$ cat config.mk
export PLATFORM = sky130hd
export DESIGN_NAME = ref_clk_tracker_flat
export DESIGN_NICKNAME = d
export VERILOG_FILES = /design/src/rtl/clk_pkg.sv /design/src/rtl/ref_clk_tracker_if.sv /design/src/rtl/sync_edge_det.sv /design/src/rtl/ref_clk_tracker.sv /design/src/flat_wrapper.sv
export SDC_FILE = /design/constraint.sdc
export NUM_CORES = 1
export LEC_CHECK = 0
export CAP_MARGIN = 20
export CORE_MARGIN = 2
export CORE_UTILIZATION = 51
export DETAILED_ROUTE_END_ITERATION = 8
export HOLD_SLACK_MARGIN = 0.15
export PLACE_DENSITY = 0.75
export SLEW_MARGIN = 20
export SYNTH_ARGS = -nofsm -noshare
export SYNTH_HDL_FRONTEND = slang
export SYNTH_SLANG_ARGS = --single-unit
$ cat constraint.sdc
create_clock -name clk -period 5.73 [get_ports clk]
set_input_delay 0.573 -clock clk [delete_from_list [all_inputs] [get_ports clk]]
set_output_delay 0.573 -clock clk [all_outputs]
set_load 0.03 [all_outputs]
$ cat src/rtl/clk_pkg.sv
// Shared types and default sizing for the reference-clock tracker.
package clk_pkg;

  typedef enum logic [1:0] {
    SEARCH  = 2'd0,
    ACQUIRE = 2'd1,
    LOCKED  = 2'd2
  } trk_state_e;

  localparam int CNT_W_DEF      = 16;
  localparam int TIMEOUT_DEF    = 1000;
  localparam int LOCK_COUNT_DEF = 4;

endpackage

$ cat src/rtl/ref_clk_tracker_if.sv
// Output bundle of the reference-clock tracker: edge strobes, period report, lock status.
interface ref_clk_tracker_if
  import clk_pkg::*;
#(
  parameter int CNT_W = CNT_W_DEF
);

  logic             rise_o;
  logic             fall_o;
  logic [CNT_W-1:0] period_o;
  logic             period_vld_o;
  logic             locked_o;
  logic             lost_o;

  modport master (
    output rise_o, fall_o, period_o, period_vld_o, locked_o, lost_o
  );

  modport slave (
    input  rise_o, fall_o, period_o, period_vld_o, locked_o, lost_o
  );

endinterface

$ cat src/rtl/sync_edge_det.sv
// Synchroniser plus rise/fall strobe generator for a slow asynchronous level.
// Define REF_GLITCH_FILTER_EN to add a 2-cycle stability filter (rejects 1-cycle pulses).
module sync_edge_det #(
  parameter int SYNC_STAGES = 2
) (
  input  logic clk,
  input  logic rst,
  input  logic din,
  output logic rise_o,
  output logic fall_o,
  output logic rise_evt_o
);

  logic [SYNC_STAGES-1:0] sync_q, sync_d;
  logic                   ref_q, ref_d;
  logic                   ref_s;
  logic                   rise_q, rise_d;
  logic                   fall_q, fall_d;

`ifdef REF_GLITCH_FILTER_EN
  // ref_s only follows the synchronised level once two consecutive samples agree.
  logic hist_q, hist_d;
  logic filt_q, filt_d;

  always_comb begin
    hist_d = sync_q[SYNC_STAGES-1];
    filt_d = (sync_q[SYNC_STAGES-1] == hist_q) ? hist_q : filt_q;
  end

  always_ff @(posedge clk or posedge rst) begin
    if (rst) begin
      hist_q <= 1'b0;
      filt_q <= 1'b0;
    end else begin
      hist_q <= hist_d;
      filt_q <= filt_d;
    end
  end

  assign ref_s = filt_q;
`else
  assign ref_s = sync_q[SYNC_STAGES-1];
`endif

  always_comb begin
    sync_d = {sync_q[SYNC_STAGES-2:0], din};
    ref_d  = ref_s;
    rise_d = ref_s & ~ref_q;
    fall_d = ~ref_s & ref_q;
  end

  always_ff @(posedge clk or posedge rst) begin
    if (rst) begin
      sync_q <= '0;
      ref_q  <= 1'b0;
      rise_q <= 1'b0;
      fall_q <= 1'b0;
    end else begin
      sync_q <= sync_d;
      ref_q  <= ref_d;
      rise_q <= rise_d;
      fall_q <= fall_d;
    end
  end

  assign rise_o     = rise_q;
  assign fall_o     = fall_q;
  assign rise_evt_o = rise_d;

endmodule

$ cat src/rtl/ref_clk_tracker.sv
// Tracks a slow reference clock in the clk domain: edge strobes, period measurement, lock/loss FSM.
// Optional REF_GLITCH_FILTER_EN (in sync_edge_det) adds 2 cycles of edge latency.
module ref_clk_tracker
  import clk_pkg::*;
#(
  parameter int SYNC_STAGES = 2,
  parameter int CNT_W       = CNT_W_DEF,
  parameter int LOCK_COUNT  = LOCK_COUNT_DEF,
  parameter int TOL         = 1,
  parameter int TIMEOUT     = TIMEOUT_DEF
) (
  input  logic               clk,
  input  logic               rst,
  input  logic               ref_in,
  ref_clk_tracker_if.master  trk
);

  localparam int               MW         = $clog2(LOCK_COUNT + 1);
  localparam logic [CNT_W-1:0] CNT_MAX    = '1;
  localparam logic [CNT_W-1:0] TIMEOUT_M1 = CNT_W'(TIMEOUT - 1);
  localparam logic [CNT_W-1:0] TOL_C      = CNT_W'(TOL);
  localparam logic [MW-1:0]    LOCK_LAST  = MW'(LOCK_COUNT - 1);

  function automatic logic [CNT_W-1:0] sat_inc(input logic [CNT_W-1:0] v);
    return (v == CNT_MAX) ? CNT_MAX : v + CNT_W'(1);
  endfunction

  function automatic logic [CNT_W-1:0] abs_diff(input logic [CNT_W-1:0] a,
                                                input logic [CNT_W-1:0] b);
    return (a > b) ? (a - b) : (b - a);
  endfunction

  logic             rise_evt;
  logic [CNT_W-1:0] cnt_q, cnt_d;
  logic [CNT_W-1:0] period_q, period_d;
  logic             period_vld_q, period_vld_d;
  logic [CNT_W-1:0] prev_q, prev_d;
  logic             prev_vld_q, prev_vld_d;
  logic [MW-1:0]    match_cnt_q, match_cnt_d;
  logic             lost_q, lost_d;
  trk_state_e       state_q, state_d;
  logic             timeout;
  logic             match;

  sync_edge_det #(
    .SYNC_STAGES (SYNC_STAGES)
  ) u_sync (
    .clk        (clk),
    .rst        (rst),
    .din        (ref_in),
    .rise_o     (trk.rise_o),
    .fall_o     (trk.fall_o),
    .rise_evt_o (rise_evt)
  );

  // Measurement: a rise both restarts the counter and, once armed, reports the closed period.
  always_comb begin
    cnt_d        = rise_evt ? '0 : sat_inc(cnt_q);
    period_d     = period_q;
    period_vld_d = 1'b0;
    if (rise_evt && (state_q != SEARCH)) begin
      period_d     = sat_inc(cnt_q);
      period_vld_d = 1'b1;
    end
  end

  // A coincident rise wins over the timeout; a saturated period never matches.
  assign timeout = !rise_evt && (cnt_q == TIMEOUT_M1);
  assign match   = prev_vld_q && (period_q != CNT_MAX) && (abs_diff(period_q, prev_q) <= TOL_C);

  always_comb begin
    state_d     = state_q;
    match_cnt_d = match_cnt_q;
    prev_d      = prev_q;
    prev_vld_d  = prev_vld_q;
    lost_d      = 1'b0;
    unique case (state_q)
      SEARCH: begin
        if (rise_evt) begin
          state_d     = ACQUIRE;
          match_cnt_d = '0;
          prev_vld_d  = 1'b0;
        end
      end
      ACQUIRE: begin
        if (period_vld_q) begin
          prev_d     = period_q;
          prev_vld_d = 1'b1;
          if (prev_vld_q) begin
            if (!match) begin
              match_cnt_d = '0;
            end else if (match_cnt_q == LOCK_LAST) begin
              state_d = LOCKED;
            end else begin
              match_cnt_d = match_cnt_q + MW'(1);
            end
          end
        end
        if (timeout) begin
          state_d     = SEARCH;
          match_cnt_d = '0;
          prev_vld_d  = 1'b0;
        end
      end
      LOCKED: begin
        if (period_vld_q) begin
          prev_d = period_q;
        end
        if ((period_vld_q && !match) || timeout) begin
          state_d     = SEARCH;
          match_cnt_d = '0;
          prev_vld_d  = 1'b0;
          lost_d      = 1'b1;
        end
      end
      default: begin
        state_d     = SEARCH;
        match_cnt_d = '0;
        prev_vld_d  = 1'b0;
      end
    endcase
  end

  always_ff @(posedge clk or posedge rst) begin
    if (rst) begin
      cnt_q        <= '0;
      period_q     <= '0;
      period_vld_q <= 1'b0;
      prev_q       <= '0;
      prev_vld_q   <= 1'b0;
      match_cnt_q  <= '0;
      lost_q       <= 1'b0;
      state_q      <= SEARCH;
    end else begin
      cnt_q        <= cnt_d;
      period_q     <= period_d;
      period_vld_q <= period_vld_d;
      prev_q       <= prev_d;
      prev_vld_q   <= prev_vld_d;
      match_cnt_q  <= match_cnt_d;
      lost_q       <= lost_d;
      state_q      <= state_d;
    end
  end

  assign trk.period_o     = period_q;
  assign trk.period_vld_o = period_vld_q;
  assign trk.locked_o     = (state_q == LOCKED);
  assign trk.lost_o       = lost_q;

endmodule

$ cat src/flat_wrapper.sv
// flat-port wrapper written by rule: the top's interface ports become plain ports
module ref_clk_tracker_flat import clk_pkg::*;
#(
  parameter int SYNC_STAGES = 2,
  parameter int CNT_W       = CNT_W_DEF,
  parameter int LOCK_COUNT  = LOCK_COUNT_DEF,
  parameter int TOL         = 1,
  parameter int TIMEOUT     = TIMEOUT_DEF
)
  (clk, rst, ref_in, trk_rise_o, trk_fall_o, trk_period_o, trk_period_vld_o, trk_locked_o, trk_lost_o);
  ref_clk_tracker_if #(.CNT_W(CNT_W)) trk_i ();
  input  logic clk;
  input  logic rst;
  input  logic ref_in;
  output wire logic [$bits(trk_i.rise_o)-1:0] trk_rise_o;
  output wire logic [$bits(trk_i.fall_o)-1:0] trk_fall_o;
  output wire logic [$bits(trk_i.period_o)-1:0] trk_period_o;
  output wire logic [$bits(trk_i.period_vld_o)-1:0] trk_period_vld_o;
  output wire logic [$bits(trk_i.locked_o)-1:0] trk_locked_o;
  output wire logic [$bits(trk_i.lost_o)-1:0] trk_lost_o;
  assign trk_rise_o = trk_i.rise_o;
  assign trk_fall_o = trk_i.fall_o;
  assign trk_period_o = trk_i.period_o;
  assign trk_period_vld_o = trk_i.period_vld_o;
  assign trk_locked_o = trk_i.locked_o;
  assign trk_lost_o = trk_i.lost_o;
  ref_clk_tracker #(.SYNC_STAGES(SYNC_STAGES), .CNT_W(CNT_W), .LOCK_COUNT(LOCK_COUNT), .TOL(TOL), .TIMEOUT(TIMEOUT)) u_core (.clk(clk), .rst(rst), .ref_in(ref_in), .trk(trk_i));
endmodule
==> summary.txt, run 1 <==
Outcome
  – Run status: completed

STA
  – Slew HR: 0.405
  – Worst slew pin tran: between 0.8 and 0.9 ns
  – Period utilisation layout: 0.670
  – Setup Total Neg Slack: 0 ns
  – Slew Limit Fails: 0
  – Post-layout min period: roughly 3.8 ns
  – Final worst slack: 1.89 ns
  – Max Clk Rate: around 0.26 GHz
  – Setup Viol. Count Final: 0
  – Worst Skew: ~0.012 ns
  – Final Hold Vio Count: 0
  – Unrepaired setup endpoints after global routing: no

Global routing
  – GRT Overall Usage: 0.226
  – Largest net degree at the start of global routing: between 60 and 70
  – Vias in the first global route: 3,777
  – Initial antenna violation count: 0
  – First-pass GRT wire length: between 15,000 and 20,000 um
  – Overflow after GRT: 0

Worst setup path
  – Top Family by Delay on Critical Path: compound AO/OA/AOI/OAI gates
  – Critical-path cell list: inv_1 -> ha_1 -> inv_1 -> fa_1 -> a21o_1 -> a221oi_4 -> a2bb2oi_2 -> o21ai_4 -> mux2i_1 -> xnor2_1 -> or3_4 -> o31ai_1 -> nand2b_1 -> a32oi_1
  – CP Data Required Time: between 5 and 6 ns
  – FF-to-FF setup slack: roughly 1.9 ns
  – Crit. End Element: flop
  – Buf/Inv on CP: 2
  – Worst path arrival time: 4.09 ns
  – R2r startpoint: u_core.trk.period_o[0]$_DFFE_PP0P_
  – CP max stage delay: ~0.43 ns
  – Worst flop-to-flop path endpoint: u_core.state_q[1]$_DFFE_PP0P_
  – Worst Setup Start Kind: flop
  – CP Class: reg -> reg
  – Crit-path most repeated cell: inv_1
  – Worst Reg-to-Reg Cells: 14
  – Critical path peak fanout: 6
  – CP max-delay cell: dfrtp_1

Floorplan
  – Core area: 8590 sq um
  – Initial core utilization: 0.517
  – I/O pin total: 24
  – Die Ht: ~100 um
  – # rows: 34
  – Die area: 9480 sq um
  – Die width: 97.4 um

Worst hold path
  – Worst Min Path Start: u_core.u_sync.sync_q[0]$_DFF_PP0_
  – HP Class: reg -> reg
  – Hold Crit Depth: 0
  – Hold worst-path end: u_core.u_sync.sync_q[1]$_DFF_PP0_

Yosys
  – Syn Inst Count: 515
  – Sequential area share after synthesis: 0.343
  – Top-area cell type share of the netlist area: 0.343
  – Syn nets: 557
  – Mapped Avg Cell Area: approximately 8.6 sq um
  – Post-synth top area cell: dfrtp_1
  – Synth area leaders: dfrtp_1, ha_1, o21ai_0
  – Most common flop cell mapped by yosys: dfrtp_1
  – Netlist Area Pre-Place: approximately 4400 sq um
  – Ys async rst share: 1.00
  – Synth warn: 0
  – EDFF count, synth: 0
  – Synth cell types: slightly below 70
  – #FFs+latches synth: 61

Final layout
  – Antenna Cells: 0
  – Final #Nets: 570
  – Non-Filler Instances: between 600 and 700
  – P&R area growth vs syn: 10.4%
  – Layout cells sized above 1: 0.0619

Clock network
  – Clock-pin slew on the worst setup and hold paths: 0.07 ns
  – Num CTS Buffers: 9
  – Hold buffers post-CTS: 0
  – Post-cts sizing count: 0
  – Root Buffer: clkbuf_8
  – Clock sinks: between 60 and 70
  – Maximum buffer depth of the clock tree: 2
  – Max H-tree Level: 3
  – Insertion delay to the later sink of the worst-skew pair: around 0.34 ns
  – Setup bufs post-CTS: 0
  – CTS tree: built

Power and ir drop
  – Worst vdd ir: between 200 and 250 uV
  – Pwr per Cell Area: 476 nW/um^2
  – Overall power: around 2.3 mW
  – Leakage power: around 2.2 nW

Drt
  – Antenna Violating Nets Remaining: 0
  – Drt first-iter violations: 223
  – Drt total wl: 10,200 um
  – DR DRC count: 0
  – Drt first pass iters: 6
  – WL/cell: around 16 um
  – Via count: around 3,700
  – Via density: slightly below 6

Place
  – Dpl ws: roughly 1.9 ns
  – I/O Buffers: 23
  – Hpwl dp: between 7000 and 8000 um
  – GP Congestion: between 0.9 and 1
  – Cells after DPL: around 630

Flow run
  – Max-Cap Viols: 0
-- worst reg2reg max path: stages (launching register included) --
cell and delay, ns:
dfrtp_1 0.43, inv_1 0.09, ha_1 0.17, inv_1 0.05, fa_1 0.40, a21o_1 0.23, a221oi_4 0.39, a2bb2oi_2 0.12
o21ai_4 0.26, mux2i_1 0.29, xnor2_1 0.10, or3_4 0.43, o31ai_1 0.42, nand2b_1 0.13, a32oi_1 0.24
-- cell usage in the layout (no fill, tap or decap), types with 3 or more instances in the layout --
cell	count
nor3_1	6
mux2i_1	5
a31oi_1	8
o211ai_1	5
nand2_1	58
a21o_1	13
nand2b_1	5
xor2_1	13
clkbuf_8	9
xnor2_1	16
o311a_1	3
nor2b_1	7
nor2_1	47
a21oi_1	23
o21ai_0	45
nand3_1	14
dfrtp_1	61
ha_1	37
and3_1	4
a211oi_1	6
nand4_1	14
inv_1	47
clkdlybuf4s50_1	23
-- power by group --
| group | total, mW | internal [mW] | switching (mW) |
|---|---|---|---|
| sequential | 0.529 | 0.475 | 0.0540 |
| clock | 0.414 | 0.245 | 0.170 |
| combinational | 1.39 | 0.614 | 0.778 |
-- final cells by class --
class | instances | area (sq um)
Sequential cell | 61 | 1530
Tap cell | 108 | 135
Inverter | 49 | 184
Clock buffer | 10 | 128
Fill cell | 775 | 3690
Clock inverter | 6 | 87.6
Timing Repair Buffer | 24 | 238
Multi-Input combinational cell | 383 | 2610
-- layer usage --
metal / vias to the layer above / share of wire / track usage
li1: 1831 / - / -
met1: 1759 / 0.46 / 0.312
met2: 105 / 0.47 / 0.359
met3: 31 / 0.045 / 0.0360
met4: 0 / 0.026 / 0.0876
met5: - / 0 / 0
-- worst max path at each step --
stage / from / end / slack [ns] / depth (start not counted)
floorplan: u_core.trk.period_o[0]$_DFFE_PP0P_ / u_core.match_cnt_q[0]$_DFFE_PP0P_ / 2.08 / 14
detailed placement: u_core.trk.period_o[0]$_DFFE_PP0P_ / u_core.match_cnt_q[0]$_DFFE_PP0P_ / 1.91 / 14
finish: u_core.trk.period_o[0]$_DFFE_PP0P_ / u_core.state_q[1]$_DFFE_PP0P_ / 1.89 / 14
global route: u_core.trk.period_o[0]$_DFFE_PP0P_ / u_core.state_q[1]$_DFFE_PP0P_ / 1.62 / 14
CTS: u_core.trk.period_o[0]$_DFFE_PP0P_ / u_core.match_cnt_q[0]$_DFFE_PP0P_ / 1.90 / 14
global placement: u_core.trk.period_o[0]$_DFFE_PP0P_ / u_core.match_cnt_q[0]$_DFFE_PP0P_ / 2.05 / 14
-- cell families after synthesis --
kind of cell | synth area share
DFF | 0.343
and+or+nand+nor | 0.184
adders and majority gates | 0.113
xor gates and xnor gates | 0.0572
muxes | 0.0163
AOI/OAI and AO/OA | 0.216
buffers and inverters | 0.0698
-- metrics by stage --
step	instance area, sq um	hold slack (ns)	util
2_1_floorplan	4440	0.331	-
3_5_place_dp	4690	0.340	0.546
5_1_grt	4910	0.361	0.571
3_3_place_gp	4690	0.336	0.546
6_report	4910	0.355	0.571
4_1_cts	4910	0.357	0.571
-- synth_stat cells, types with 3 or more instances --
cell / instances
dfrtp_1: 61
nor2b_1: 7
ha_1: 37
mux2i_1: 5
buf_6: 4
o311a_1: 3
nand2b_1: 5
a21oi_1: 23
a21o_1: 13
inv_1: 48
xnor2_1: 16
xor2_1: 13
nand3_1: 14
nand2_1: 58
nand4_1: 14
o211ai_1: 5
o21ai_0: 45
and3_1: 4
nor2_1: 47
nor3_1: 6
a211oi_1: 6
buf_2: 5
a31oi_1: 8
clkbuf_1: 10
-- registers in the layout, summed over array words and instances, names as in the netlist --
signal and flops:
u_core.trk.period_o 16, u_core.match_cnt_q 3, u_core.trk.period_vld_o 1, u_core.prev_q 16, u_core.u_sync.sync_q 2, u_core.u_sync.rise_o 1, u_core.cnt_q 16, u_core.u_sync.ref_q 1
u_core.prev_vld_q 1, u_core.trk.lost_o 1, u_core.u_sync.fall_o 1, u_core.state_q 2
Note: power is estimated with default switching activity, not from simulation.
==> run 2: changes to the inputs <==
- clock period: 5.73 -> 3.7 ns (I/O delays scaled with it)
==> summary.txt, run 2 (same netlist as run 1, synthesis figures left out) <==
STA
  – Worst Skew: 0.00592 ns (-0.00657 ns)
  – Final Hold Vio Count: 0 (unchanged)
  – Setup Total Neg Slack: 0 ns (unchanged)
  – Period utilisation layout: 0.966 (+0.296)
  – Setup Viol. Count Final: 0 (unchanged)
  – Max Clk Rate: 0.280 GHz (+7.5%)
  – Worst slew pin tran: 0.863 ns (-0.0276 ns)
  – Post-layout min period: 3.57 ns (-0.268 ns)
  – Final worst slack: 0.126 ns (-1.76 ns)
  – Slew Limit Fails: 0 (unchanged)
  – Slew HR: 0.423 (+0.0177)

Worst setup path
  – Worst flop-to-flop path endpoint: u_core.state_q[0]$_DFFE_PP0P_
  – Critical path peak fanout: 5 (-1)
  – Crit. End Element: flop
  – FF-to-FF setup slack: 0.13 ns (-1.76 ns)
  – R2r startpoint: u_core.trk.period_o[0]$_DFFE_PP0P_
  – CP Data Required Time: 3.95 ns (-2.02 ns)
  – Crit-path most repeated cell: inv_2
  – Critical-path cell list: inv_2 -> ha_4 -> inv_2 -> fa_2 -> a21o_1 -> a221oi_4 -> a2bb2oi_2 -> o21ai_4 -> buf_6 -> o211ai_1 -> nor4bb_2 -> a41oi_2 -> o31a_1 -> o211a_1 -> a211oi_2
  – Setup crit start: u_core.trk.period_o[0]$_DFFE_PP0P_
  – CP Class: reg -> reg
  – Top Family by Delay on Critical Path: compound AO/OA/AOI/OAI gates
  – Buf/Inv on CP: 3 (+1)
  – CP max stage delay: 0.43 ns (about the same)
  – CP max-delay cell: o31a_1
  – Worst path arrival time: 3.82 ns (-0.27 ns)
  – Critical Path Stages: 15 (+1)
  – Worst Setup Start Kind: flop
  – Critical Path End: u_core.state_q[0]$_DFFE_PP0P_
  – Worst Reg-to-Reg Cells: 15 (+1)

Final layout
  – P&R area growth vs syn: 18.2%
  – Fill count: 730 (-5.8%)
  – Layout cells sized above 1: 0.142 (+0.0799)
  – Antenna Cells: 0 (unchanged)
  – Multi-input gate area: 2720 sq um (+4.2%)
  – Leading cell types in the layout, fill and taps excluded: dfrtp_1, nand2_1, nor2_1, inv_1, o21ai_0
  – Commonest non-fill, non-tap cell in the layout: dfrtp_1
  – Reg area: 1530 sq um (unchanged)
  – Final #Nets: 601 (+5.4%)

Clock network
  – Num CTS Buffers: 9 (unchanged)
  – Maximum buffer depth of the clock tree: 2 (unchanged)
  – Root Buffer: clkbuf_8
  – Insertion delay to the later sink of the worst-skew pair: 0.33 ns (about the same)
  – Clock-pin slew on the worst setup and hold paths: 0.07 ns (about the same)
  – Hold buffers post-CTS: 0 (unchanged)
  – Max H-tree Level: 3 (unchanged)
  – CTS tree: built
  – Clock sinks: 61 (unchanged)

Drt
  – DR DRC count: 0 (unchanged)
  – WL/cell: 16.7 um (+4.7%)
  – Drt first pass iters: 5 (-1)
  – Drt total wl: 11,200 um (+9.8%)
  – Antenna Violating Nets Remaining: 0 (unchanged)
  – Via density: 5.88 (+1.2%)
  – Via count: 3,952 (+6.1%)
  – Drt first-iter violations: 246 (+10%)

Worst hold path
  – HP Class: reg -> reg

Power and ir drop
  – Worst vdd ir: 346 uV (+64%)
  – Clock share of power: 0.154 (-0.023)
  – Net Sw Frac: 0.419 (-0.0100)
  – Internal power: 2.40 mW (+80%)
  – Flop pwr share: 0.196 (-0.031)
  – Switching power: 1.73 mW (+73%)
  – Logic pwr share: 0.649 (+0.053)
  – Leakage power: 2.39 nW (+7.0%)
  – Pwr per Cell Area: 786 nW/um^2 (+65%)

Floorplan
  – Die Ht: 97.4 um (unchanged)
  – Core area: 8590 sq um (unchanged)
  – Die area: 9480 sq um (unchanged)
  – Die width: 97.4 um (unchanged)
  – # rows: 34 (unchanged)
  – I/O pin total: 24 (unchanged)
  – Initial core utilization: 0.517 (unchanged)

Global routing
  – First-pass GRT wire length: 18,900 um (+6.9%)
  – GRT Overall Usage: 0.243 (+0.0168)
  – Initial antenna violation count: 0 (unchanged)
  – Vias in the first global route: 3,925 (+3.9%)
  – Largest net degree at the start of global routing: 35 (-44%)
  – Overflow after GRT: 0 (unchanged)

Place
  – Hpwl dp: 8400 um (+8.0%)
  – I/O Buffers: 23 (unchanged)
  – GP Congestion: 0.976 (-1.5%)
  – Dpl ws: 0.0603 ns (-1.85 ns)

Flow run
  – Max-Cap Viols: 0 (unchanged)

Outcome
  – Run status: completed
## run 2: cell types whose count changed in the layout (fill, tap and decap cells not counted), sizes merged
cell | before | now
clkinv | 5 | 3
buf | 1 | 32
inv | 48 | 49
clkinvlp | 0 | 1
## run 2: final cells by class
class,count,area share
Inverter,49,0.0350
Timing Repair Buffer,55,0.0910
Clock inverter,6,0.0164
Sequential cell,61,0.291
Clock buffer,10,0.0243
Multi-Input combinational cell,383,0.517
Tap cell,108,0.0257
## run 2: worst min-delay path by stage
stage	startpoint	endpoint	slack, ns	cells after the start
2_1_floorplan	u_core.u_sync.sync_q[0]$_DFF_PP0_	u_core.u_sync.sync_q[1]$_DFF_PP0_	0.33	0
3_3_place_gp	u_core.u_sync.sync_q[0]$_DFF_PP0_	u_core.u_sync.sync_q[1]$_DFF_PP0_	0.33	0
3_5_place_dp	u_core.u_sync.sync_q[0]$_DFF_PP0_	u_core.u_sync.sync_q[1]$_DFF_PP0_	0.34	0
4_1_cts	u_core.u_sync.sync_q[0]$_DFF_PP0_	u_core.u_sync.sync_q[1]$_DFF_PP0_	0.35	0
5_1_grt	u_core.u_sync.sync_q[0]$_DFF_PP0_	u_core.u_sync.sync_q[1]$_DFF_PP0_	0.37	0
6_report	u_core.u_sync.sync_q[0]$_DFF_PP0_	u_core.u_sync.sync_q[1]$_DFF_PP0_	0.35	0
## run 2: timing repair
item | CTS | global route
endpoints found under the setup margin | 0 | 6
gates resized for setup | 0 | 24
hold endpoints to repair | 0 | 0
setup buffers | 0 | 4
## run 2: power by group through the flow
stage | registers [mW] | clock network [mW] | logic [mW]
6_report | 0.811 | 0.636 | 2.68
3_5_place_dp | 0.817 | 0 | 2.32
4_1_cts | 0.805 | 0.648 | 2.33
2_1_floorplan | 0.858 | 0 | 1.69
3_3_place_gp | 0.812 | 0 | 2.28
5_1_grt | 0.823 | 0.679 | 2.91
## run 2: layer usage
metal | share of wire | vias up | track usage | wire length [um]
met3 | 0.051 | 32 | 0.0446 | 572
met2 | 0.47 | 150 | 0.387 | 5320
li1 | - | 1890 | - | -
met5 | 0 | - | 0 | 0
met4 | 0.028 | 0 | 0.0951 | 320
met1 | 0.45 | 1880 | 0.330 | 5030
## run 2: stage by stage
| step | instances | power [mW] | utilization | area [sq um] | hold slack, ns |
|---|---|---|---|---|---|
| 2_1_floorplan | 515 | 2.55 | - | 4440 | 0.331 |
| 3_3_place_gp | 652 | 3.09 | 0.569 | 4890 | 0.334 |
| 3_5_place_dp | 652 | 3.13 | 0.569 | 4890 | 0.339 |
| 4_1_cts | 668 | 3.79 | 0.594 | 5110 | 0.355 |
| 5_1_grt | 672 | 4.41 | 0.611 | 5250 | 0.370 |
| 6_report | 672 | 4.13 | 0.611 | 5250 | 0.352 |
## run 2: worst register-to-register path, cell delays in order, from the launching register on
cell and delay, ns:
dfrtp_1 0.39, inv_2 0.09, ha_4 0.14, inv_2 0.04, fa_2 0.36, a21o_1 0.19
a221oi_4 0.34, a2bb2oi_2 0.12, o21ai_4 0.28, buf_6 0.14, o211ai_1 0.09, nor4bb_2 0.31
a41oi_2 0.14, o31a_1 0.43, o211a_1 0.23, a211oi_2 0.20
